<file path="src/rtl/bus_pkg.sv">
// Shared types and the address decode helper for the round-robin bus interconnect.
package bus_pkg;

   // Widest supported host/device index and address; per-instance widths are narrower.
   localparam int MaxHostIdxW = 3;
   localparam int MaxDevIdxW  = 4;
   localparam int MaxAddrW    = 64;

   typedef logic [MaxHostIdxW-1:0] host_idx_t;
   typedef logic [MaxDevIdxW-1:0]  dev_idx_t;

   // Response phase bookkeeping, captured in the grant cycle.
   typedef struct packed {
      logic      valid;
      host_idx_t host;
      dev_idx_t  dev;
      logic      err;
   } resp_t;

   // A device claims an address when the masked bits equal its masked base.
   function automatic logic addr_match(input logic [MaxAddrW-1:0] addr,
                                       input logic [MaxAddrW-1:0] base,
                                       input logic [MaxAddrW-1:0] mask);
      return (addr & mask) == (base & mask);
   endfunction

endpackage

</file>
<file path="src/rtl/bus_rr_xbar_rr_arbiter.sv">
// Round-robin arbiter: grants the first requester at or after the rotating pointer.
module rr_arbiter #(
   parameter int  N    = 2,
   localparam int IdxW = (N > 1) ? $clog2(N) : 1
) (
   input  logic            clk_i,
   input  logic            rst_ni,
   input  logic [N-1:0]    req_i,
   output logic [N-1:0]    gnt_o,
   output logic [IdxW-1:0] idx_o,
   output logic            valid_o
);

   logic [IdxW-1:0] rr_q;
   logic [N-1:0]    gnt;
   logic [IdxW-1:0] idx;
   logic            valid;

   // Search hosts from rr_q upward, then wrap around to the hosts below rr_q.
   always_comb begin
      gnt   = '0;
      idx   = '0;
      valid = 1'b0;
      for (int i = 0; i < N; i++) begin
         if (!valid && req_i[i] && (IdxW'(i) >= rr_q)) begin
            valid  = 1'b1;
            gnt[i] = 1'b1;
            idx    = IdxW'(i);
         end
      end
      for (int i = 0; i < N; i++) begin
         if (!valid && req_i[i] && (IdxW'(i) < rr_q)) begin
            valid  = 1'b1;
            gnt[i] = 1'b1;
            idx    = IdxW'(i);
         end
      end
   end

   // Grants are suppressed while reset is held, even though they are combinational.
   assign gnt_o   = rst_ni ? gnt : '0;
   assign valid_o = rst_ni & valid;
   assign idx_o   = idx;

   if (N == 1) begin : g_single
      // A single host needs no rotation.
      assign rr_q = '0;
   end else begin : g_multi
      // Move the pointer just past the winner so it loses priority next cycle.
      always_ff @(posedge clk_i or negedge rst_ni) begin
         if (!rst_ni) begin
            rr_q <= '0;
         end else if (valid) begin
            rr_q <= (idx == IdxW'(N - 1)) ? '0 : idx + IdxW'(1);
         end
      end
   end

endmodule

</file>
<file path="src/rtl/bus_rr_xbar.sv">
// N-host to M-device shared bus: round-robin grant, address decode, registered response.
module bus_rr_xbar
   import bus_pkg::*;
#(
   parameter int NrHosts   = 2,
   parameter int NrDevices = 3,
   parameter int AddrWidth = 32,
   parameter int DataWidth = 32
) (
   input  logic                           clk_i,
   input  logic                           rst_ni,
   input  logic [NrHosts-1:0]             host_req_i,
   output logic [NrHosts-1:0]             host_gnt_o,
   input  logic [NrHosts*AddrWidth-1:0]   host_addr_i,
   input  logic [NrHosts-1:0]             host_we_i,
   input  logic [NrHosts*DataWidth/8-1:0] host_be_i,
   input  logic [NrHosts*DataWidth-1:0]   host_wdata_i,
   output logic [NrHosts-1:0]             host_rvalid_o,
   output logic [NrHosts-1:0]             host_err_o,
   output logic [NrHosts*DataWidth-1:0]   host_rdata_o,
   output logic [NrDevices-1:0]           device_req_o,
   output logic [NrDevices*AddrWidth-1:0] device_addr_o,
   output logic [NrDevices-1:0]           device_we_o,
   output logic [NrDevices*DataWidth/8-1:0] device_be_o,
   output logic [NrDevices*DataWidth-1:0] device_wdata_o,
   input  logic [NrDevices*DataWidth-1:0] device_rdata_i,
   input  logic [NrDevices*AddrWidth-1:0] cfg_device_addr_base_i,
   input  logic [NrDevices*AddrWidth-1:0] cfg_device_addr_mask_i
);

   localparam int HostIdxW = (NrHosts > 1) ? $clog2(NrHosts) : 1;
   localparam int DevIdxW  = (NrDevices > 1) ? $clog2(NrDevices) : 1;
   localparam int BeW      = DataWidth / 8;

   logic [HostIdxW-1:0]  arb_idx;
   logic                 arb_valid;
   logic [AddrWidth-1:0] g_addr;
   logic                 g_we;
   logic [BeW-1:0]       g_be;
   logic [DataWidth-1:0] g_wdata;
   logic                 hit;
   logic [DevIdxW-1:0]   dev;
   resp_t                resp_q;
   logic                 resp_we_q;
   logic [DataWidth-1:0] rdata_word;

   rr_arbiter #(.N(NrHosts)) u_arb (
      .clk_i   (clk_i),
      .rst_ni  (rst_ni),
      .req_i   (host_req_i),
      .gnt_o   (host_gnt_o),
      .idx_o   (arb_idx),
      .valid_o (arb_valid)
   );

   // Select the granted host's request fields.
   always_comb begin
      g_addr  = '0;
      g_we    = 1'b0;
      g_be    = '0;
      g_wdata = '0;
      for (int h = 0; h < NrHosts; h++) begin
         if (arb_idx == HostIdxW'(h)) begin
            g_addr  = host_addr_i[h*AddrWidth +: AddrWidth];
            g_we    = host_we_i[h];
            g_be    = host_be_i[h*BeW +: BeW];
            g_wdata = host_wdata_i[h*DataWidth +: DataWidth];
         end
      end
   end

   // Decode the granted address; on overlapping windows the lowest index wins.
   always_comb begin
      hit = 1'b0;
      dev = '0;
      for (int d = 0; d < NrDevices; d++) begin
         if (!hit && addr_match(MaxAddrW'(g_addr),
                                MaxAddrW'(cfg_device_addr_base_i[d*AddrWidth +: AddrWidth]),
                                MaxAddrW'(cfg_device_addr_mask_i[d*AddrWidth +: AddrWidth]))) begin
            hit = 1'b1;
            dev = DevIdxW'(d);
         end
      end
   end

   // Select exactly the decoded device; nothing when idle, in reset or unmapped.
   always_comb begin
      device_req_o = '0;
      for (int d = 0; d < NrDevices; d++) begin
         if (arb_valid && hit && (dev == DevIdxW'(d))) device_req_o[d] = 1'b1;
      end
   end

   assign device_addr_o  = {NrDevices{g_addr}};
   assign device_we_o    = {NrDevices{g_we}};
   assign device_be_o    = {NrDevices{g_be}};
   assign device_wdata_o = {NrDevices{g_wdata}};

   // Remember who was granted and where it went, so the response can be routed next cycle.
   always_ff @(posedge clk_i or negedge rst_ni) begin
      if (!rst_ni) begin
         resp_q    <= '0;
         resp_we_q <= 1'b0;
      end else begin
         resp_q.valid <= arb_valid;
         if (arb_valid) begin
            resp_q.host <= host_idx_t'(arb_idx);
            resp_q.dev  <= dev_idx_t'(dev);
            resp_q.err  <= !hit;
            resp_we_q   <= g_we;
         end
      end
   end

   // Route the response strobe to the owning host; read data only for mapped reads.
   always_comb begin
      host_rvalid_o = '0;
      host_err_o    = '0;
      rdata_word    = '0;
      for (int h = 0; h < NrHosts; h++) begin
         if (resp_q.valid && (resp_q.host == host_idx_t'(h))) begin
            host_rvalid_o[h] = 1'b1;
            host_err_o[h]    = resp_q.err;
         end
      end
      if (resp_q.valid && !resp_q.err && !resp_we_q) begin
         for (int d = 0; d < NrDevices; d++) begin
            if (resp_q.dev == dev_idx_t'(d)) rdata_word = device_rdata_i[d*DataWidth +: DataWidth];
         end
      end
   end

   assign host_rdata_o = {NrHosts{rdata_word}};

endmodule

</file>
<file path="config.mk">
export PLATFORM = sky130hd
export DESIGN_NAME = bus_rr_xbar
export DESIGN_NICKNAME = d
export VERILOG_FILES = /design/src/rtl/bus_pkg.sv /design/src/rtl/bus_rr_xbar_rr_arbiter.sv /design/src/rtl/bus_rr_xbar.sv
export SDC_FILE = /design/constraint.sdc
export NUM_CORES = 1
export LEC_CHECK = 0
export ABC_CLOCK_PERIOD_IN_PS = 3150
export CORE_AREA = 2 2 278 280
export CTS_BUF_LIST = sky130_fd_sc_hd__clkbuf_16
export DETAILED_ROUTE_END_ITERATION = 8
export DIE_AREA = 0 0 280 282
export PLACE_DENSITY_LB_ADDON = 0.1
export RECOVER_POWER = 50
export SLEW_MARGIN = 20
export SYNTH_ARGS = -nofsm -noshare
export SYNTH_HDL_FRONTEND = slang
export SYNTH_HIERARCHICAL = 1
export SYNTH_SLANG_ARGS = --single-unit
export TNS_END_PERCENT = 20
</file>
<file path="constraint.sdc">
create_clock -name clk_i -period 3.15 [get_ports clk_i]
set_input_delay 0.315 -clock clk_i [delete_from_list [all_inputs] [get_ports clk_i]]
set_output_delay 0.315 -clock clk_i [all_outputs]
set_load 0.05 [all_outputs]
</file>
==> summary.txt, run 1 <==
P_leak: 5.59 nW
Crit path largest cell delay: 0.53 ns
Met1 Use GR: 11.7%
Failing checks: negative setup slack
P&R area growth vs syn: 161%
CP Capture Type: output pin
Tot GR Track Use: 11.3%
Wire length per cell: 20.5 µm
Die Width: 280 µm
Hold Violations, Final: 0
Syn nets: 1,141
Peak VDD IR: 0.000126 V
Share of layout cells above drive strength 1: 37.0%
PortBufs: 709
Critical path arrival: 3.23 ns
Reg-to-reg endpoint: resp_q[1]
Power, Total: 3.54 mW
Total gr overflow: 0
Max-Slew Margin vs Limit: 46.5%
Crit path required time: 2.83 ns
Status: finished with violations
Final worst setup slack: -0.399 ns
Number of global-route vias before repair: 7,544
Clk buf depth: 2
First-pass GRT wire length: 61.5 mm
YS warnings: 6
Clk pin slew, worst setup/hold paths: 0.04 ns
Critical path class: register to output pin
Distinct cell type count of the synthesized netlist: 29
Initial antenna violation count: 11
Fmax achieved: 282 MHz
PD cells: 254 mW/mm²
Unrepaired setup endpoints after global routing: yes
Fin nets: 1,777
Max Slew Vio Count: 0
DIE AREA: 0.0790 mm²
Tmin final: 3.55 ns
Post-Syn Instances: 711
Async S/R FF share, synth: 100%
Num CTS Buffers: 3
CORE AREA: 0.0757 mm²
Clock Sinks: 7
Post-synthesis register bit count: 7
Worst Skew: 0.00295 ns
Cell Area, Synth: 0.00535 mm²
Grt peak-use layer: met2
Via/cell ratio: 3.08
Violation count after the first detailed-route iteration: 187
R2R Setup Slk: 0.14 ns
Largest cells by area after synthesis: buf_4 (24%), mux2i_1 (18%), mux2_2 (8.2%), nand2b_1 (7.1%), xnor2_1 (5.9%)
Slowest-stage cell, CP: mux2i_1
Tcrit/Tclk final: 113%
FF-to-FF Start: u_arb/rr_q
CP Cell Sequence: nand2b_4 -> and2_4 -> buf_4 -> buf_12 -> buf_4 -> mux2i_4 -> mux2i_1 -> a2111oi_2 -> buf_4 -> nand4_1 -> o21ai_4 -> buf_6 -> nor3_4 -> buf_12
Post-synth EDFFs: 0
Maximum level of the CTS H-tree: 1
Cell total after placement: 2,297
M2 GR Usage: 23.6%
Final setup violation count: 3
Max Cap Viol: 0
Initial Util: 7.06%
Fin util: 18.4%
Startpoint Class: register
Non-filler cells, final: 2,326
CTS Hold Bufs: 0
Drc violations: 0
Clock Root Buffer: clkbuf_16
Initial DRT Pass Iterations: 4
Kind of cell adding the most delay to the critical path: buffers and inverters
Worst-path fanout max: 7
Share of the synthesized area in the top cell type: 24.0%
Pin count of the biggest net entering global routing: 36
I/O Pins: 710
Worst path bufs/invs: 6
HPWL Detailed: 43.6 mm
Worst skew pair latency: 0.23 ns
Main flop type after synthesis: dfrtp_1
WP depth: 14
RD Place Congestion: 0.742
CTS tree: built
Sequential share of the synthesized area: 3.28%
Hold Crit Class: input port to async pin
Worst-Margin Slew: 0.800 ns
Row count: 101
Avg Cell Area, Syn: 7.52 µm²
FF-to-FF path depth: 14
Die height: 282 µm
Top cell by count, worst path: buf_4
Final WL: 47.8 mm
DR vias: 7,162
Grt met3 use: 2.47%
ANT nets after route: 0
Yosys top cell by area: buf_4
[cells in the mapped netlist (all sizes together) (2+ instances only)]
| master | number |
|---|---|
| a2111oi | 20 |
| a21oi | 34 |
| a22oi | 8 |
| and2 | 3 |
| and3 | 2 |
| buf | 175 |
| clkbuf | 18 |
| dfrtp | 7 |
| inv | 36 |
| mux2 | 39 |
| mux2i | 124 |
| nand2 | 62 |
| nand2b | 61 |
| nand4 | 7 |
| nor2 | 68 |
| nor3 | 4 |
| o32ai | 3 |
| xnor2 | 36 |
[cells in the final DEF, fill, tap and decap left out, types with 2 or more instances in the layout]
cell type and count:
mux2i_4 16, mux2i_1 90, a2111oi_2 11, nor3_4 2, and2_1 2, dlygate4sd2_1 2
buf_6 5, clkdlybuf4s50_1 430, nand4_1 7, nand2_1 61, mux2_2 38, and3_1 2
clkbuf_16 3, buf_12 85, nor2_2 2, mux2i_2 18, a22oi_1 6, buf_4 298
inv_1 37, nand2b_1 60, nor2_1 66, a2111oi_4 7, dlygate4sd3_1 3, a21oi_1 34
xnor2_1 33, o32ai_1 2, xnor2_2 3, a22oi_2 2, dfrtp_1 6, diode_2 2
a2111oi_1 2
[flip-flops by register name, summed over array words and instances (netlist names)]
signal,cells
resp_q,5
resp_we_q,1
u_arb/rr_q,1
[worst max-delay path by stage]
stage	start	end	slack, ns
2_1_floorplan	u_arb/rr_q	device_req_o[0]	-0.19
4_1_cts	u_arb/rr_q	device_req_o[2]	-0.46
3_5_place_dp	host_req_i[0]	device_req_o[1]	-1.16
3_3_place_gp	host_req_i[0]	device_req_o[0]	-1.82
5_1_grt	u_arb/rr_q	device_req_o[2]	-0.48
6_report	u_arb/rr_q	device_req_o[2]	-0.40
[per-stage QoR]
stage               setup TNS [ns]  worst slack [ns]  hold slack, ns  area (µm²)
detailed placement           -5.37             -1.16           0.508       13200
global placement             -9.57             -1.82           0.497       13200
CTS                          -1.18            -0.457           0.371       13600
global route                 -1.35            -0.481           0.458       14000
finish                      -0.895            -0.399           0.424       14000
floorplan                   -0.388            -0.194          0.0194        5350
[metal layers]
layer  routed length (µm)  share of wire, %
met2                27500                58
met3                 2850               6.0
met4                  261              0.55
met1                17100                36
met5                   52              0.11
[cell families (layout without fill, tap and decap cells)]
group                     Yosys count  count (layout)  synth area share, %
DFF                                 7               7                 3.28
and+or+nand+nor                   209             209                 18.3
AOI/OAI and AO/OA                  67              67                 9.01
xor gates and xnor gates           36              36                 5.90
buffers and inverters             229             864                 29.1
other                               0               2                    0
muxes                             163             163                 34.4
[what timing repair did]
action,in CTS,in global routing
endpoints found under the hold margin,0,0
pin swaps,11,17
cloned,1,0
setup endpoints to repair,6,6
resized for setup,39,31
buffers inserted,7,17
[where the power goes]
group,leakage [nW],internal (mW),switching [mW],total [mW]
clock,0.0423,0.165,0.0457,0.211
sequential,0.0848,0.0989,0.00757,0.106
combinational,5.47,1.42,1.80,3.23
[worst register-to-register path, stage by stage, from the launching register on]
cell and delay [ns]:
dfrtp_1 0.37, nand2b_4 0.14, and2_4 0.17, buf_12 0.14, buf_12 0.14, buf_12 0.13, mux2i_2 0.13, buf_4 0.15
xnor2_1 0.17, a2111oi_4 0.47, buf_4 0.19, nand4_1 0.07, buf_4 0.19, buf_4 0.13, o32ai_1 0.30
[area by class of cell]
type	count	area, µm²
sequential	7	176
antenna	2	5.00
clock buffer	3	75.1
fill	8374	61700
multi-input combinational	475	3990
clock inverter	1	3.75
inverter	36	135
tap	978	1220
timing repair buffer	824	8350
(Power assumes the default switching activity.)
==> inputs of run 2 (changes only) <==
--- a/config.mk
+++ b/config.mk
@@ -5,11 +5,10 @@
 export SDC_FILE = /design/constraint.sdc
 export NUM_CORES = 1
 export LEC_CHECK = 0
-export ABC_CLOCK_PERIOD_IN_PS = 3150
-export CORE_AREA = 2 2 278 280
-export CTS_BUF_LIST = sky130_fd_sc_hd__clkbuf_16
+export ABC_CLOCK_PERIOD_IN_PS = 3400
+export CORE_AREA = 2 2 276 278
 export DETAILED_ROUTE_END_ITERATION = 8
-export DIE_AREA = 0 0 280 282
+export DIE_AREA = 0 0 278 280
 export PLACE_DENSITY_LB_ADDON = 0.1
 export RECOVER_POWER = 50
 export SLEW_MARGIN = 20
==> constraint.sdc (replaced) <==
create_clock -name clk_i -period 3.4 [get_ports clk_i]
set_input_delay 0.34 -clock clk_i [delete_from_list [all_inputs] [get_ports clk_i]]
set_output_delay 0.34 -clock clk_i [all_outputs]
set_load 0.05 [all_outputs]
==> run 2 against run 1 <==
  * The run still ends with negative setup slack left
  * Clock-buffer cell count up 1
  * Setup slack better by 0.40 ns
  * Combinational power down 9.3%
  * First-iteration DRC count down 14%
  * Hold slack better by 0.080 ns
  * Routed wire length down 3.6%
  * Total power down 8.9%
  * Clock power down 7%
  * Design area down 4.1%
  * Via count up 0.45%
  * Sequential share of layout area up 0.053 points
  * Critical path type unchanged
  * Largest power group unchanged
==> summary.txt, run 2 (same netlist as run 1, synthesis figures left out) <==
ANT nets after route: 0 (unchanged)
Worst-path fanout max: 6 (-1)
PD cells: 241 mW/mm² (-5.0%)
Min-Delay Path Depth: 1
Hold Crit Class: register to register
Top cell by count, worst path: buf_4
Peak VDD IR: 0.000129 V (+2.4%)
P&R area growth vs syn: 151%
Fin util: 17.8% (-0.63 points)
Status: finished with violations
Non-filler cells, final: 2,325 (-0.043%)
PortBufs: 709 (unchanged)
P_leak: 5.40 nW (-3.4%)
Row count: 101 (unchanged)
Unrepaired setup endpoints after global routing: yes
Slowest-stage cell, CP: a2111oi_1
Tot GR Track Use: 11.0% (-0.25 points)
Setup Slack @ Placement: -0.943 ns (+0.213 ns)
Failing checks: negative setup slack
Max Cap Viol: 0 (unchanged)
Critical path arrival: 3.06 ns (-0.17 ns)
Commonest non-fill, non-tap cell in the layout: clkdlybuf4s50_1
Critical path class: register to output pin
Worst-Margin Slew: 1.09 ns (+0.289 ns)
Worst Hold Launch: resp_we_q
Max reg flops: 5 (unchanged)
CP Capture Type: output pin
Fillers: 8,440 (+0.79%)
I/O Pins: 710 (unchanged)
Final worst setup slack: -0.00253 ns (+0.396 ns)
FF/Latch Area: 176 µm² (unchanged)
Startpoint Class: register
Final WL: 46.0 mm (-3.6%)
Tmin final: 3.40 ns
Pin count of the biggest net entering global routing: 39 (+8.3%)
Drc violations: 0 (unchanged)
Worst Skew: 0.000252 ns (-0.00270 ns)
Hold slack: 0.504 ns (+0.0798 ns)
Most frequent cells in the layout: clkdlybuf4s50_1 (447), buf_4 (316), mux2i_1 (90)
Worst skew pair latency: 0.23 ns (about the same)
DIE AREA: 0.0778 mm² (-1.4%)
CTS tree: built
Reg-to-reg endpoint: resp_q[0]
Cell total after placement: 2,300 (+0.13%)
R2R Setup Slk: 0.41 ns (+0.27 ns)
Via/cell ratio: 3.09 (+0.49%)
Clock Sinks: 7 (unchanged)
Dpl cell area: 0.0127 mm² (-4.0%)
Clk buf depth: 2 (unchanged)
Clk pin slew, worst setup/hold paths: 0.04 ns (about the same)
Final TNS setup: -0.00253 ns (+0.892 ns)
Fin nets: 1,770 (-0.39%)
Hold Violations, Final: 0 (unchanged)
Hold path endpoint: resp_we_q
Crit path required time: 3.06 ns (+0.23 ns)
Design Area, Final: 0.0134 mm² (-4.1%)
Tcrit/Tclk final: 100%
Maximum level of the CTS H-tree: 1 (unchanged)
Share of layout cells above drive strength 1: 35.3% (-1.7 points)
Violation count after the first detailed-route iteration: 161 (-14%)
CORE AREA: 0.0752 mm² (-0.67%)
Reg with most FFs: resp_q
Die Width: 278 µm (-0.71%)
Die height: 280 µm (-0.71%)
First-pass GRT wire length: 60.5 mm (-1.7%)
CP Cell Sequence: nand2b_4 -> and2_4 -> buf_4 -> buf_12 -> mux2i_2 -> buf_12 -> mux2i_1 -> buf_4 -> a2111oi_1 -> buf_4 -> nand4_1 -> o21ai_4 -> buf_6 -> nor3_4 -> buf_6
Max-Slew Margin vs Limit: 27.4% (-19 points)
RD Place Congestion: 0.760 (+2.5%)
FF-to-FF path depth: 15 (+1)
Number of global-route vias before repair: 7,751 (+2.7%)
Fmax achieved: 294 MHz
Initial antenna violation count: 19 (+8)
Initial Util: 7.11% (+0.047 points)
Num CTS Buffers: 3 (unchanged)
Worst path bufs/invs: 7 (+1)
DR vias: 7,194 (+0.45%)
FF-to-FF Start: u_arb/rr_q
Crit path largest cell delay: 0.37 ns (-0.16 ns)
Wire length per cell: 19.8 µm (-3.5%)
Multi-input gate area: 0.00405 mm² (+1.5%)
Initial DRT Pass Iterations: 4 (unchanged)
Total gr overflow: 0 (unchanged)
Power, Total: 3.23 mW (-8.9%)
Kind of cell adding the most delay to the critical path: buffers and inverters
Biggest regs: resp_q x5, resp_we_q x1, u_arb/rr_q x1
HPWL Detailed: 42.4 mm (-2.8%)
Clock Root Buffer: clkbuf_16
Final setup violation count: 1 (-2)
Max Slew Vio Count: 0 (unchanged)
-- run 2: changes by cell type in the layout (fill, tap and decap cells not counted), moves of 2 or more --
cell             before  now
diode_2               2    8
buf_8                 0    2
clkdlybuf4s50_1     430  447
buf_6                 5   12
buf_4               298  316
mux2i_2              18   14
dlygate4sd3_1         3    5
mux2i_4              16   20
buf_12               85   31
-- run 2: final cells by class --
| cell class | count | area share, % |
|---|---|---|
| Timing Repair Buffer | 817 | 57.6 |
| Multi-Input combinational cell | 475 | 30.2 |
| Tap cell | 978 | 9.14 |
| Sequential cell | 7 | 1.32 |
| Inverter | 36 | 1.01 |
| Clock buffer | 4 | 0.589 |
| Antenna cell | 8 | 0.149 |
-- run 2: power by group --
part           internal (mW)  total [mW]  switching [mW]
registers             0.0916      0.0971         0.00550
logic                   1.27        2.93            1.66
clock network          0.156       0.197          0.0409
-- run 2: worst max-delay path by stage --
stage,startpoint,to,depth (start not counted)
final,u_arb/rr_q,device_req_o[2],15
after global routing,u_arb/rr_q,device_req_o[2],14
after CTS,u_arb/rr_q,device_req_o[2],11
after detailed placement,host_req_i[0],device_req_o[2],15
after global placement,host_req_i[0],device_req_o[1],14
after floorplan,u_arb/rr_q,device_req_o[0],9
-- run 2: layer usage --
layer	share of wire (%)	vias up	global-route usage (%)
met4	0.60	12	1.14
met5	0.15	-	0
li1	-	3498	-
met3	6.8	28	2.79
met2	56	368	22.3
met1	37	3288	11.6
-- run 2: repair_timing --
action,in CTS,in global routing
setup buffers,3,15
resized for setup,45,47
setup endpoints to repair,6,3
pin swaps,10,22
hold buffers,0,0
cloned,1,0
